<file path="src/rtl/mem_arbiter_if.sv">
// picorv32-style memory bus: request fields flow master -> slave, ready/rdata flow back.
interface mem_arbiter_if;
  logic        valid;
  logic        instr;
  logic [31:0] addr;
  logic [31:0] wdata;
  logic [3:0]  wstrb;
  logic        ready;
  logic [31:0] rdata;

  modport master (output valid, instr, addr, wdata, wstrb, input  ready, rdata);
  modport slave  (input  valid, instr, addr, wdata, wstrb, output ready, rdata);
endinterface

</file>
<file path="src/rtl/mem_arbiter.sv">
// Two-master, one-slave arbiter for the picorv32 memory bus, one transaction in flight at a time,
// with a BUSY-cycle timeout so a dead slave cannot hang the core.
module mem_arbiter #(
  parameter bit          FIXED_PRIORITY = 1'b0,
  parameter int unsigned TIMEOUT_CYCLES = 1024
) (
  input  logic          clk,
  input  logic          reset,
  mem_arbiter_if.slave  m0,
  mem_arbiter_if.slave  m1,
  mem_arbiter_if.master s,
  output logic          owner,
  output logic          timeout_err
);

  localparam bit          TO_EN   = (TIMEOUT_CYCLES != 0);
  localparam logic [15:0] TO_LAST = TO_EN ? 16'(TIMEOUT_CYCLES - 1) : 16'd0;

  typedef enum logic {IDLE, BUSY} state_t;

  state_t      state;
  logic        last_owner;
  logic [15:0] count;

  logic any_req;
  logic winner;
  logic busy;
  logic timeout_hit;
  logic pass_rdata;
  logic done;

  // Grant decision and completion detection
  always_comb begin
    any_req = m0.valid | m1.valid;
    if (m0.valid && m1.valid)
      winner = FIXED_PRIORITY ? 1'b0 : ~last_owner;
    else
      winner = m1.valid;
    busy        = (state == BUSY) && !reset;
    timeout_hit = TO_EN && busy && !s.ready && (count == TO_LAST);
    pass_rdata  = busy && s.ready;
    done        = pass_rdata || timeout_hit;
  end

  // A timed-out transaction returns zero data to the owner
  assign m0.ready = done & ~owner;
  assign m1.ready = done &  owner;
  assign m0.rdata = (pass_rdata && !owner) ? s.rdata : 32'd0;
  assign m1.rdata = (pass_rdata &&  owner) ? s.rdata : 32'd0;

  // Request register towards memory
  always_ff @(posedge clk) begin
    if (reset) begin
      state       <= IDLE;
      s.valid     <= 1'b0;
      s.instr     <= 1'b0;
      s.addr      <= 32'd0;
      s.wdata     <= 32'd0;
      s.wstrb     <= 4'd0;
      owner       <= 1'b0;
      timeout_err <= 1'b0;
      last_owner  <= 1'b1;
      count       <= 16'd0;
    end else begin
      timeout_err <= 1'b0;
      case (state)
        IDLE: begin
          if (any_req) begin
            s.valid <= 1'b1;
            s.instr <= winner ? m1.instr : m0.instr;
            s.addr  <= winner ? m1.addr  : m0.addr;
            s.wdata <= winner ? m1.wdata : m0.wdata;
            s.wstrb <= winner ? m1.wstrb : m0.wstrb;
            owner   <= winner;
            count   <= 16'd0;
            state   <= BUSY;
          end
        end
        BUSY: begin
          if (done) begin
            s.valid     <= 1'b0;
            last_owner  <= owner;
            timeout_err <= timeout_hit;
            state       <= IDLE;
          end else begin
            count <= count + 16'd1;
          end
        end
        default: state <= IDLE;
      endcase
    end
  end

endmodule

</file>
<file path="src/flat_wrapper.sv">
// flat-port wrapper written by rule: the top's interface ports become plain ports
module mem_arbiter_flat 
#(
  parameter bit          FIXED_PRIORITY = 1'b0,
  parameter int unsigned TIMEOUT_CYCLES = 1024
)
  (clk, reset, owner, timeout_err, m0_valid, m0_instr, m0_addr, m0_wdata, m0_wstrb, m0_ready, m0_rdata, m1_valid, m1_instr, m1_addr, m1_wdata, m1_wstrb, m1_ready, m1_rdata, s_valid, s_instr, s_addr, s_wdata, s_wstrb, s_ready, s_rdata);
  mem_arbiter_if m0_i ();
  mem_arbiter_if m1_i ();
  mem_arbiter_if s_i ();
  input  logic clk;
  input  logic reset;
  output logic owner;
  output logic timeout_err;
  input wire logic [$bits(m0_i.valid)-1:0] m0_valid;
  input wire logic [$bits(m0_i.instr)-1:0] m0_instr;
  input wire logic [$bits(m0_i.addr)-1:0] m0_addr;
  input wire logic [$bits(m0_i.wdata)-1:0] m0_wdata;
  input wire logic [$bits(m0_i.wstrb)-1:0] m0_wstrb;
  output wire logic [$bits(m0_i.ready)-1:0] m0_ready;
  output wire logic [$bits(m0_i.rdata)-1:0] m0_rdata;
  input wire logic [$bits(m1_i.valid)-1:0] m1_valid;
  input wire logic [$bits(m1_i.instr)-1:0] m1_instr;
  input wire logic [$bits(m1_i.addr)-1:0] m1_addr;
  input wire logic [$bits(m1_i.wdata)-1:0] m1_wdata;
  input wire logic [$bits(m1_i.wstrb)-1:0] m1_wstrb;
  output wire logic [$bits(m1_i.ready)-1:0] m1_ready;
  output wire logic [$bits(m1_i.rdata)-1:0] m1_rdata;
  output wire logic [$bits(s_i.valid)-1:0] s_valid;
  output wire logic [$bits(s_i.instr)-1:0] s_instr;
  output wire logic [$bits(s_i.addr)-1:0] s_addr;
  output wire logic [$bits(s_i.wdata)-1:0] s_wdata;
  output wire logic [$bits(s_i.wstrb)-1:0] s_wstrb;
  input wire logic [$bits(s_i.ready)-1:0] s_ready;
  input wire logic [$bits(s_i.rdata)-1:0] s_rdata;
  assign m0_i.valid = m0_valid;
  assign m0_i.instr = m0_instr;
  assign m0_i.addr = m0_addr;
  assign m0_i.wdata = m0_wdata;
  assign m0_i.wstrb = m0_wstrb;
  assign m0_ready = m0_i.ready;
  assign m0_rdata = m0_i.rdata;
  assign m1_i.valid = m1_valid;
  assign m1_i.instr = m1_instr;
  assign m1_i.addr = m1_addr;
  assign m1_i.wdata = m1_wdata;
  assign m1_i.wstrb = m1_wstrb;
  assign m1_ready = m1_i.ready;
  assign m1_rdata = m1_i.rdata;
  assign s_valid = s_i.valid;
  assign s_instr = s_i.instr;
  assign s_addr = s_i.addr;
  assign s_wdata = s_i.wdata;
  assign s_wstrb = s_i.wstrb;
  assign s_i.ready = s_ready;
  assign s_i.rdata = s_rdata;
  mem_arbiter #(.FIXED_PRIORITY(FIXED_PRIORITY), .TIMEOUT_CYCLES(TIMEOUT_CYCLES)) u_core (.clk(clk), .reset(reset), .m0(m0_i), .m1(m1_i), .s(s_i), .owner(owner), .timeout_err(timeout_err));
endmodule
</file>
<file path="config.mk">
export PLATFORM = sky130hd
export DESIGN_NAME = mem_arbiter_flat
export DESIGN_NICKNAME = d
export VERILOG_FILES = /design/src/rtl/mem_arbiter_if.sv /design/src/rtl/mem_arbiter.sv /design/src/flat_wrapper.sv
export SDC_FILE = /design/constraint.sdc
export NUM_CORES = 1
export LEC_CHECK = 0
export CORE_UTILIZATION = 25
export DETAILED_ROUTE_END_ITERATION = 6
export GPL_TIMING_DRIVEN = 0
export SYNTH_ARGS = -nofsm -noshare
export SYNTH_HDL_FRONTEND = slang
export SYNTH_SLANG_ARGS = --single-unit
</file>
<file path="constraint.sdc">
create_clock -name clk -period 3.2 [get_ports clk]
set_input_delay 0.96 -clock clk [delete_from_list [all_inputs] [get_ports clk]]
set_output_delay 0.96 -clock clk [all_outputs]
set_load 0.01 [all_outputs]
</file>
==> results of run 1 <==
==> repair_timing <==
action / 4_1_cts / 5_1_grt
buffers inserted: 18 / 1
endpoints found under the hold margin: 0 / 0
endpoints found under the setup margin: 66 / 25
gates cloned: 1 / 0
pin swaps: 5 / 1
resized for setup: 133 / 39
==> metrics by stage <==
| stage | TNS (ns) | utilization [%] | cell area (um^2) | hold WS, ns |
|---|---|---|---|---|
| 2_1_floorplan | 0 | - | 4558 | 0.4645 |
| 3_3_place_gp | -65.83 | 45.50 | 7953 | 0.4858 |
| 3_5_place_dp | -67.93 | 45.50 | 7953 | 0.4912 |
| 4_1_cts | -0.08373 | 48.07 | 8402 | 0.5008 |
| 5_1_grt | -0.1185 | 47.73 | 8342 | 0.5138 |
| 6_report | -0.09198 | 47.73 | 8342 | 0.4969 |
==> worst min-delay path, stage by stage (launching register included) <==
cell	delay, ns
dfxtp_1	0.31
nor2_1	0.09
a211oi_1	0.05
==> path summary, 6_finish.rpt <==
check | from | endpoint | slack (ns) | cells after the start
max reg2reg | u_core.count[0] | u_core.s.valid | 0.78 | 7
max | reset | m0_ready | -0.09 | 7
min reg2reg | u_core.s.addr[14] | u_core.s.addr[14] | 0.50 | 2
min | u_core.s.addr[14] | u_core.s.addr[14] | 0.50 | 2
==> power breakdown <==
part           total [mW]  switching [mW]  leakage, nW  internal (mW)
clock network        1.14           0.458        0.149          0.686
registers            1.26          0.0529        0.744           1.21
logic               0.842           0.356         2.54          0.486
total                3.25           0.867         3.43           2.38
==> kinds of logic after synthesis <==
group,synth area share (%)
buffers and inverters,3.849
adder cells (fa/ha/maj),0.2769
flip-flops,39.88
AND/OR/NAND/NOR,22.07
XOR/XNOR,0.1939
multiplexers,15.76
AO/OA/AOI/OAI,17.97
==> Yosys cell counts (4+ instances only) <==
| cell type | count | area, um^2 |
|---|---|---|
| mux2i_1 | 70 | 700.7 |
| buf_2 | 4 | 20.02 |
| and2_1 | 64 | 400.4 |
| o21ai_0 | 8 | 40.04 |
| nand2_1 | 12 | 45.04 |
| buf_1 | 6 | 22.52 |
| a21oi_1 | 11 | 55.05 |
| a211oi_1 | 70 | 525.5 |
| dfxtp_1 | 90 | 1802 |
| clkbuf_1 | 32 | 120.1 |
| nor2_1 | 85 | 319.1 |
==> registers in the layout, summed over array words and instances, names as in the netlist <==
name	flops
u_core.count	16
u_core.last_owner	1
u_core.owner	1
u_core.s.addr	32
u_core.s.instr	1
u_core.s.valid	1
u_core.s.wdata	32
u_core.s.wstrb	4
u_core.state	1
u_core.timeout_err	1
==> routing by layer <==
layer	vias up	part of all wire, %	GRT usage, %
met2	180	52	33.90
li1	2515	-	-
met4	0	1.9	6.481
met5	-	0	0
met3	21	7.2	5.593
met1	2285	39	20.59
==> layout make-up <==
cell class	instances	share of cell area, %
Buffer	42	2.925
Timing Repair Buffer	331	37.11
Clock inverter	6	1.065
Multi-Input combinational cell	377	31.05
Clock buffer	10	2.745
Tap cell	225	3.375
Inverter	3	0.1350
Sequential cell	90	21.60
==> layout by cell type (no fill, tap or decap), types with 14 or more instances in the layout <==
cell	synthesis	routed
buf_4	0	15
clkbuf_1	32	26
clkdlybuf4s50_1	0	244
dfxtp_1	90	90
a211oi_1	70	70
dlygate4sd2_1	0	34
and2_1	64	63
clkbuf_2	0	19
nor2_1	85	83
buf_2	4	14
mux2i_1	70	70
==> summary.md, run 1 <==
| Metric | Value |
|---|---|
| Share of cells above drive strength 1 | 11.06% |
| Dpl ws | -1.093 ns |
| Number of flops mapped to enable cells by yosys | 0 |
| Setup WS post-layout | -0.09198 ns |
| Cells after Synth | 512 |
| Worst stage delay on the critical path | 0.53 ns |
| Worst Path Class, Setup | primary input to output port |
| Synth unique cells | 52 |
| CTS root buffer | clkbuf_16 |
| Failing checks | setup timing |
| Peak VDD IR | 0.2468 mV |
| H-tree depth | 3 |
| Min Tclk post-route | 3.292 ns |
| Max-slew violation count | 0 |
| Fmax | 303.8 MHz |
| CP Capture Type | output port |
| CTS Buffer Depth | 2 |
| Post-synthesis async set-or-reset flop share | 0% |
| Crit Path Max Fanout | 4 |
| Die X | 136.4 um |
| DP HPWL | 14.11 mm |
| Worst Setup Start Kind | primary input |
| Worst path slowest cell | or4b_4 |
| Critical Path AT | 2.33 ns |
| CTS buffer count | 9 |
| Req. time, crit path | 2.24 ns |
| DR WL/cell | 16.38 um |
| Hold Crit Class | flip-flop to flip-flop |
| Top Ports | 313 |
| DRT Wirelength | 17.76 mm |
| Initial antenna violation count | 0 |
| Hold-fix buffer count after cts | 0 |
| CTS tree | done |
| Sink Count | 90 |
| Crit-path most repeated cell | buf_6 |
| Skew-Pair Late Insertion Delay | 0.35 ns |
| Slew headroom | 47.22% |
| Ys flop type | dfxtp_1 |
| Power per cell area | 389.6 nW/um^2 |
| Flops & latches, synth | 90 |
| Non-Filler Instances | 1084 |
| Unrepaired setup endpoints after global routing | true |
| Gpl congestion | 0.8270 |
| Hold violation total from the final report | 0 |
| Syn nets | 688 |
| Die area | 18610 um^2 |
| Buf+Inv Stages, Crit Path | 3 |
| Total Power | 3.250 mW |
| Outcome | finished with violations |
| Mapped cell area | 4518 um^2 |
| Final period utilization | 102.9% |
| Setup Skew | 0.007459 ns |
| Crit path cell chain | clkbuf_16 -> or4b_4 -> nor4_4 -> nand2_2 -> buf_6 -> a21oi_4 -> buf_6 |
| DRC viols | 0 |
| Vias/cell | 4.613 |
| Pleak | 3.428 nW |
| Input/output buffers | 311 |
| GRT overflow | 0 |
| Core area | 17480 um^2 |
| DRT antenna net count | 0 |
| Seq/Total Area, Yosys | 39.88% |
| Starting density of the core | 25.85% |
| Antenna Cells | 0 |
| Multi-input combinational cell area | 2590 um^2 |
| Num rows | 48 |
| Fill count | 1691 |
| Family with the most delay on the worst path | simple AND/OR/NAND/NOR gates |
| Die Height | 136.4 um |
| Fin nets | 1030 |
| TritonRoute pass-1 iters | 4 |
| Vias in the first global route | 4976 |
| Cells after DPL | 1048 |
| Via count | 5001 |
| First-pass GRT wire length | 26.46 mm |
| Initial DRC Count | 177 |
| FF+latch area | 1802 um^2 |
| Synthesized area per cell | 8.824 um^2 |
| Pin count of the biggest net entering global routing | 16 |
| Syn. warnings | 0 |
| Area Overhead vs Synth | 84.63% |
| Gr usage total | 18.74% |
| Final setup vio count | 1 |
| Slew @ Worst Pin | 0.7835 ns |
| Max Cap Violations | 0 |
| CTS clk-pin slew, worst paths | 0.07 ns |
No activity file was read; power rests on OpenSTA's default activity.
==> inputs of run 2 (changes only) <==
--- a/config.mk
+++ b/config.mk
@@ -8,6 +8,7 @@
 export CORE_UTILIZATION = 25
 export DETAILED_ROUTE_END_ITERATION = 6
 export GPL_TIMING_DRIVEN = 0
+export HOLD_SLACK_MARGIN = 0.12
 export SYNTH_ARGS = -nofsm -noshare
 export SYNTH_HDL_FRONTEND = slang
 export SYNTH_SLANG_ARGS = --single-unit
==> results of run 2 <==
Final layout, timing and power as in run 1 (identical DEF).
==> inputs of run 3 (changes only) <==
--- a/config.mk
+++ b/config.mk
@@ -5,10 +5,12 @@
 export SDC_FILE = /design/constraint.sdc
 export NUM_CORES = 1
 export LEC_CHECK = 0
-export CORE_UTILIZATION = 25
+export CORE_UTILIZATION = 32
+export CTS_BUF_LIST = sky130_fd_sc_hd__clkbuf_16
 export DETAILED_ROUTE_END_ITERATION = 6
 export GPL_TIMING_DRIVEN = 0
 export HOLD_SLACK_MARGIN = 0.12
+export PLACE_DENSITY = 0.77
 export SYNTH_ARGS = -nofsm -noshare
 export SYNTH_HDL_FRONTEND = slang
 export SYNTH_SLANG_ARGS = --single-unit
==> run 3 against run 2 <==
The flow still finishes with violations (setup timing). Cell count decreased by 2.5%. Hold slack worse by 0.0013 ns. Critical path depth rose by 4. Clock-buffer cell count shrank 1. Combinational power is 3.7% higher. Sequential power is essentially flat. Worst setup slack worse by 0.063 ns. Global-route usage up 4.6 points. Clock skew is 0.0015 ns lower. Sequential cell count unchanged.
==> summary.md, run 3 (synthesis gave the netlist of run 1 again) <==
| Metric | Value |
|---|---|
| Critical R2R Launch | u_core.count[1] |
| DRC viols | 0 (unchanged) |
| Vias/cell | 4.922 (+6.7%) |
| Crit-path most repeated cell | buf_6 |
| Pleak | 3.478 nW (+1.5%) |
| CTS Buffer Depth | 2 (unchanged) |
| Setup Skew | 0.005958 ns (-0.001501 ns) |
| First-pass GRT wire length | 26.01 mm (-1.7%) |
| Initial DRC Count | 160 (-9.6%) |
| Critical Path AT | 2.39 ns (+0.06 ns) |
| R2R Path End | u_core.s.valid |
| CTS buffer count | 9 (unchanged) |
| GRT overflow | 0 (unchanged) |
| Worst path slowest cell | nand3b_1 |
| Num rows | 43 (-10%) |
| Power per cell area | 358.2 nW/um^2 (-8.1%) |
| Final setup vio count | 34 (+33) |
| Worst stage delay on the critical path | 0.21 ns (-0.32 ns) |
| Via count | 5203 (+4.0%) |
| Initial antenna violation count | 1 (+1) |
| Hold Crit Class | flip-flop to flip-flop |
| WHS Path Cells | 2 (unchanged) |
| Top flop regs | u_core.s.addr: 32 flops, u_core.s.wdata: 32 flops, u_core.count: 16 flops |
| Fin nets | 1049 (+1.8%) |
| Core area | 13830 um^2 (-21%) |
| Unrepaired setup endpoints after global routing | true |
| Max Cap Violations | 0 (unchanged) |
| Starting density of the core | 32.68% (+6.8 points) |
| Worst Setup Start Kind | primary input |
| Fmax | 298.1 MHz (-1.9%) |
| Gr usage total | 23.38% (+4.6 points) |
| Skew-Pair Late Insertion Delay | 0.34 ns (about the same) |
| Vias in the first global route | 4920 (-1.1%) |
| Total Power | 3.059 mW (-5.9%) |
| Die area | 14600 um^2 (-22%) |
| Input/output buffers | 311 (unchanged) |
| DRT antenna net count | 0 (unchanged) |
| Top Ports | 313 (unchanged) |
| GR met2 Demand/Resource | 44.00% (+10 points) |
| Buf+Inv Stages, Crit Path | 8 (+5) |
| Worst Path Class, Setup | primary input to output port |
| Slew @ Worst Pin | 0.7463 ns (-0.03721 ns) |
| Die Height | 120.8 um (-11%) |
| Area Overhead vs Synth | 89.01% |
| DP HPWL | 13.22 mm (-6.3%) |
| Hold violation total from the final report | 0 (unchanged) |
| Die X | 120.8 um (-11%) |
| Family with the most delay on the worst path | buffers and inverters |
| Final core occ | 61.76% (+14 points) |
| Pin count of the biggest net entering global routing | 14 (-2) |
| Failing checks | setup timing |
| FF-to-FF setup slack | 0.90 ns (+0.12 ns) |
| Min-delay src | u_core.s.addr[16] |
| Depth of the worst register-to-register path | 7 (unchanged) |
| Crit path cell chain | clkbuf_16 -> buf_4 -> nand3b_1 -> buf_4 -> nor2_4 -> buf_6 -> buf_8 -> buf_6 -> buf_6 -> and2_4 -> buf_6 |
| TritonRoute pass-1 iters | 4 (unchanged) |
| Min Tclk post-route | 3.355 ns (+0.06263 ns) |
| H-tree depth | 3 (unchanged) |
| Peak VDD IR | 0.2186 mV (-11%) |
| Setup WS post-layout | -0.1546 ns (-0.06263 ns) |
| Max-slew violation count | 0 (unchanged) |
| GR Layer Usage met1 | 23.82% (+3.2 points) |
| Sink Count | 90 (unchanged) |
| Most common cell after layout, fill and taps aside | clkdlybuf4s50_1 |
| Crit Path Max Fanout | 5 (+1) |
| GR peak layer | met2 |
| CP Capture Type | output port |
| DRT Wirelength | 17.56 mm (-1.1%) |
| Final period utilization | 104.8% (+2.0 points) |
| CTS tree | done |
| Req. time, crit path | 2.24 ns (about the same) |
| Most frequent cells in the layout | clkdlybuf4s50_1 (244), dfxtp_1 (90), nor2_1 (83) |
| M3 GR Usage | 7.783% (+2.2 points) |
| CTS root buffer | clkbuf_16 |
| DR WL/cell | 16.61 um (+1.4%) |
| Share of cells above drive strength 1 | 19.06% (+8.0 points) |
| Outcome | finished with violations |
| Hold endpoint | u_core.s.addr[16] |
| CTS clk-pin slew, worst paths | 0.06 ns (about the same) |
| Slew headroom | 49.72% (+2.5 points) |
| Gpl congestion | 0.8002 (-3.2%) |
-- run 3: cell count changes in the layout (fill, tap and decap cells not counted), sizes merged --
cell	previous run	this run
buf	41	113
bufinv	2	0
clkbuf	62	43
clkinv	1	4
clkinvlp	2	1
diode	0	1
dlygate4sd2	34	0
dlymetal6s2s	1	0
inv	4	3
-- run 3: worst max path at each step --
stage | startpoint | endpoint | cells after the start
after floorplan | reset | m1_ready | 5
after global placement | s_ready | m1_rdata[28] | 6
after detailed placement | s_ready | m1_rdata[28] | 6
after CTS | reset | m0_ready | 7
after global routing | reset | m1_ready | 7
final | reset | m0_rdata[7] | 11
-- run 3: worst reg2reg max path, cell delays in order (launching register included) --
cell	delay, ns
dfxtp_1	0.39
ha_1	0.23
nand3_1	0.29
or3_1	0.40
clkbuf_1	0.19
nor4_1	0.43
a21oi_1	0.10
nor3b_1	0.16
-- run 3: through the flow --
step           cell area [um^2]  worst slack [ns]  instances  hold slack, ns  TNS, ns
2_1_floorplan              4558          0.007642        512          0.4645        0
3_3_place_gp               7896            -1.028       1003          0.4847   -61.28
3_5_place_dp               7896            -1.034       1003          0.4884   -62.98
4_1_cts                    8419           -0.1617       1055          0.4976  -0.6769
5_1_grt                    8539           -0.2205       1057          0.5155   -4.858
6_report                   8539           -0.1546       1057          0.4956   -1.836
-- run 3: layout make-up --
type                            instances  area, um^2
Clock buffer                            9       225.2
Buffer                                 40       220.2
Fill cell                            1191        5288
Inverter                                3       11.26
Timing Repair Buffer                  352        3385
Tap cell                              180       225.2
Sequential cell                        90        1802
Multi-Input combinational cell        377        2645
Antenna cell                            1       2.502
Clock inverter                          5       23.77
-- run 3: what timing repair did --
action / 4_1_cts / 5_1_grt
buffers inserted: 33 / 6
pin swaps: 15 / 14
cloned: 6 / 0
resized for setup: 260 / 114
endpoints found under the setup margin: 66 / 52
hold buffers: 0 / 0
hold endpoints to repair: 0 / 0
-- run 3: power by group --
group,leakage (nW),internal [mW],switching (mW),total (mW)
combinational,2.61,0.508,0.364,0.873
clock,0.120,0.508,0.418,0.926
sequential,0.744,1.21,0.0486,1.26
-- run 3: layer usage --
layer / wire, um / vias to the layer above / part of all wire (%)
met3: 1431 / 27 / 8.2
li1: - / 2553 / -
met1: 6417 / 2403 / 37
met4: 408 / 0 / 2.3
met2: 9300 / 220 / 53
met5: 0 / - / 0
==> RTL edit 1, RTL diff (flow settings as in run 2) <==
Reset style: asynchronous (`reset`), changed in one clocked block.
--- a/src/rtl/mem_arbiter.sv
+++ b/src/rtl/mem_arbiter.sv
@@ -51,3 +51,3 @@
   // Request register towards memory
-  always_ff @(posedge clk) begin
+  always_ff @(posedge clk or posedge reset) begin
     if (reset) begin
Check against the original RTL: differs if reset is asserted again (counterexample within 4 cycles, from zero or initial values and one cycle with reset high); with reset held inactive, the same outputs for 10 cycles.
==> RTL edit 1 against run 2 <==
  * Sequential cell count unchanged
  * Highest routed layer unchanged
  * Global-route usage about the same
  * Via count rose by 0.56%
  * Power up 28%
  * Final area is 4.2% higher
  * Routed wire length is 2.5% higher
  * Fmax increased by 5.1%
  * Synthesized area is 6.8% higher
  * Worst hold slack lost 0.020 ns
  * Worst setup slack improved by 0.16 ns
  * Critical endpoint is now m0_rdata[11]
==> RTL edit 1: results (changes against run 2) <==
metric;value;unit;change
wl_met1;6960;um;-0.44%
drt-wirelength-per-cell;16.4;um;+0.19%
critical_path.max_fanout;6;;+2
place.detailed.instances;1083;;+3.3%
routabilityCongestion;0.745;;-10%
reg2reg_to;u_core.s.addr[2]$_DFFE_PP0P_;;
use_met2;34.3;%;+0.40 points
drive_gt1_share;8.48;%;-2.6 points
slowest_delay;0.28;ns;-0.25 ns
r2r_slack;1.11;ns;+0.33 ns
wl_met2;9350;um;+2.1%
async_flop_share;100;%;+100 points
viasPerCell;4.53;;-1.7%
comb_power;1.48;mW;+76%
grt_max_degree;35;;+19
use_met3;5.40;%;-0.19 points
power_leakage;4.13;nW;+21%
initialDrtViolationCount;142;;-20%
synthMuxAreaShare;16.4;%;+0.64 points
ys_top_cells_by_count;dfrtp_1 (89), nand2_1 (88), mux2i_1 (79), o21ai_0 (71), and3_1 (36);;
n_fill_cell;1871;;+11%
buf_share;38.5;%;-1.5 points
finalNetCount;1020;;-0.97%
syn_nets;685;;-0.44%
multiInputGateArea;0.00242;mm2;-6.7%
grt_pass1_wl;28400;um;+7.2%
ys_top_cells_by_area;dfrtp_1 (46%), mux2i_1 (16%), o21ai_0 (7.4%);;
synth_xor_area_share;0;%;-0.19 points
power.switching;1.29;mW;+48%
crit_path_top_delay_cell;dlygate4sd2_1;;
swShare;31.0;%;+4.3 points
yosysSeqAreaShare;46.7;%;+6.8 points
ys_types;44;;-15%
skew;0.00694;ns;-0.000519 ns
hold_slack;0.477;ns;-0.0197 ns
ir_drop;229;uV;-7.3%
inv_count;8;;+5
area_growth;80.3;%;
dp_hpwl;14200;um;+0.48%
gr-usage-met1;20.7;%;+0.16 points
p_clk_share;26.9;%;-8.3 points
synth_fa_ha_area_share;0.259;%;-0.018 points
max_slew_margin;56.8;%;+9.6 points
regToRegStartpoint;u_core.last_owner$_DFFE_PP1P_;;
postSynthAreaPerCell;9.48;um2;+7.4%
dp_slack;-1.07;ns;+0.0254 ns
num-multi-input-gates;374;;-0.80%
worst-r2r-cell-count;5;;-2
grt_pass1_vias;5068;;+1.8%
status;complete, no violations;;
placed_area;0.00832;mm2;+4.6%
signal_buffers;361;;-3.2%
min_to;u_core.s.addr[6]$_DFFE_PP0P_;;
track_usage;18.8;%;+0.047 points
worst_ep_arrival_time;2.17;ns;-0.16 ns
-- RTL edit 1: changes by cell type in the layout (fill, tap and decap cells not counted), sizes merged, moves of 9 or more --
cell / delta
dfxtp: -90
o21ai: +64
nand2: +76
dlygate4sd2: +24
dfrtp: +89
and3: +33
a211oi: -67
mux2i: +9
buf: -9
clkbuf: -26
and2: -29
nor2: -80
-- RTL edit 1: cell families (layout without fill, tap and decap cells) --
family / Yosys count / in the layout
flops: 90 / 90
simple gates: 192 / 192
buf+inv: 45 / 385
compound gates: 102 / 102
fa+ha+maj: 1 / 1
mux: 79 / 79
-- RTL edit 1: timing repair --
item                       CTS  global route
pin swaps                    3             1
gates cloned                 1             0
resized for setup          108             9
setup endpoints to repair   66            34
hold buffers                 0             0
buffers inserted             9             0
-- RTL edit 1: critical path: cells and delay by family --
kind / cells / cell delay (ns)
simple gates: 4 / 0.50
buf+inv: 4 / 0.70
==> RTL edit 2, RTL diff (settings of run 2) <==
Without the edit above. `FIXED_PRIORITY` is set to 1'b0 in 2 places; all go to 1'b1.
--- a/src/rtl/mem_arbiter.sv
+++ b/src/rtl/mem_arbiter.sv
@@ -3,3 +3,3 @@
 module mem_arbiter #(
-  parameter bit          FIXED_PRIORITY = 1'b0,
+  parameter bit          FIXED_PRIORITY = 1'b1,
   parameter int unsigned TIMEOUT_CYCLES = 1024
--- a/src/flat_wrapper.sv
+++ b/src/flat_wrapper.sv
@@ -3,3 +3,3 @@
 #(
-  parameter bit          FIXED_PRIORITY = 1'b0,
+  parameter bit          FIXED_PRIORITY = 1'b1,
   parameter int unsigned TIMEOUT_CYCLES = 1024
Behaviour: not the same (a bounded check fails within 4 cycles, from zero or initial values and one cycle with reset high).
==> RTL edit 2 against run 2 <==
  * Cell count hardly changed
  * Routed wire length is 0.52% lower
  * Synthesized area is 2.2% higher
  * Power is 3.4% lower
  * Worst setup slack better by 0.15 ns
  * Register-to-register slack better by 0.36 ns
  * Clock power is 14% lower
  * Sequential cell count is 1 lower
  * Final area is 0.90% lower
  * Critical path type unchanged
  * Largest power group unchanged
==> RTL edit 2: results (changes against run 2) <==
metric;value;unit;change
area_growth;79.1;%;
dp_hpwl;14000;um;-0.68%
grt_max_degree;15;;-1
synthCells;520;;+1.6%
ir_drop;271;uV;+9.8%
syn_nets;696;;+1.2%
clk_pin_slew;0.06;ns;
track_usage;18.1;%;-0.66 points
placed_area;0.00803;mm2;+0.93%
drt_wl_total;17700;um;-0.52%
dr.pass1.iters;6;;+2
critPathTopFamily;buffers and inverters;;
n_antenna_cell;0;;unchanged
num_vias;5004;;+0.060%
power_leakage;3.34;nW;-2.6%
slowest_delay;0.27;ns;-0.26 ns
critical_path.max_fanout;10;;+6
n_fill_cell;1839;;+8.8%
hp-class;reg2reg;;
yosysSeqAreaShare;38.6;%;-1.3 points
cts_root_buf;clkbuf_16;;
tightest_slew;0.712;ns;-0.0717 ns
routabilityCongestion;0.842;;+1.8%
crit_path_top_delay_cell;dlygate4sd2_1;;
antenna_found_initial;0;;unchanged
grt_pass1_vias;4688;;-5.8%
clk_latency;0.33;ns;-0.02 ns
min_period_over_period;98.3;%;-4.6 points
dp_slack;-1.02;ns;+0.0768 ns
ys_top_cells_by_count;dfxtp_1 (89), nor2_1 (78), a211oi_1 (73), mux2i_1 (69), and2_1 (65);;
drive_gt1_share;11.2;%;+0.16 points
worst-r2r-cell-count;4;;-3
drt-wirelength-per-cell;16.3;um;-0.62%
ys_top_cells_by_area;dfxtp_1 (39%), mux2i_1 (15%), a211oi_1 (12%);;
io_buffers;312;;+0.32%
r2r_slack;1.14;ns;+0.36 ns
worst_ep_arrival_time;2.19;ns;-0.14 ns
ys.flop_type;dfxtp_1;;
skew;0.00557;ns;-0.00189 ns
grt_pass1_wl;26100;um;-1.5%
status;complete, no violations;;
async_flop_share;0;%;unchanged
initialDrtViolationCount;204;;+15%
ys_types;57;;+9.6%
clk_path_buf_depth;2;;unchanged
finalNetCount;1028;;-0.19%
place.detailed.instances;1061;;+1.2%
RTL edit 2: changes by cell type after synthesis, sizes merged, moves of 3 or more:
cell / run 2 / this run
buf: 10 / 19
o21ai: 8 / 4
a211oi: 70 / 73
nor2: 86 / 78
clkbuf: 32 / 25
nand4: 4 / 8
nand2b: 2 / 5
RTL edit 2: final timing paths:
kind | startpoint | to
hold reg to reg | u_core.s.addr[17]$_SDFFE_PP0P_ | u_core.s.addr[17]$_SDFFE_PP0P_
setup reg to reg | u_core.state$_SDFF_PP0_ | u_core.count[0]$_SDFFE_PP0P_
setup / recovery | reset | m1_rdata[16]
hold / removal | u_core.s.addr[17]$_SDFFE_PP0P_ | u_core.s.addr[17]$_SDFFE_PP0P_
RTL edit 2: cell type report:
| class | instances | share of cell area (%) |
|---|---|---|
| timing repair buffer | 321 | 36.2 |
| multi-input combinational | 383 | 32.0 |
| sequential | 89 | 21.6 |
| tap | 229 | 3.47 |
| buffer | 44 | 3.25 |
| clock buffer | 11 | 2.94 |
| clock inverter | 4 | 0.363 |
| inverter | 4 | 0.182 |
RTL edit 2: power breakdown:
part	leakage, nW	switching [mW]	internal, mW
Sequential	0.736	0.0543	1.21
Combinational	2.47	0.389	0.508
Clock	0.132	0.433	0.545
RTL edit 2: cell families after synthesis:
| kind of cell | count (synthesis) | synth area share (%) |
|---|---|---|
| simple gates | 198 | 22.8 |
| compound gates | 114 | 18.5 |
| flops | 89 | 38.6 |
| mux | 69 | 15.0 |
| buf+inv | 48 | 4.69 |
| xor+xnor | 1 | 0.190 |
| fa+ha+maj | 1 | 0.271 |
RTL edit 2: worst reg2reg max path: stages (launching register included):
cell and delay (ns):
dfxtp_1 0.44, buf_2 0.28, nor3b_1 0.63, o21ai_0 0.40, a22oi_1 0.23
RTL edit 2: timing repair:
item	4_1_cts	5_1_grt
setup buffers	7	2
setup endpoints to repair	66	57
pin swaps	4	4
endpoints found under the hold margin	0	0
gates resized for setup	138	40
RTL edit 2: per-layer routing:
layer / share of wire, % / GRT usage, %
met1: 44 / 23.9
met2: 48 / 29.1
met3: 6.3 / 4.35
met4: 1.9 / 5.25
met5: 0 / 0
RTL edit 2: through the flow:
step	setup TNS, ns	hold slack (ns)
2_1_floorplan	0	0.494
3_3_place_gp	-62.53	0.486
3_5_place_dp	-61.51	0.491
4_1_cts	0	0.499
5_1_grt	-0.0823	0.519
6_report	0	0.497
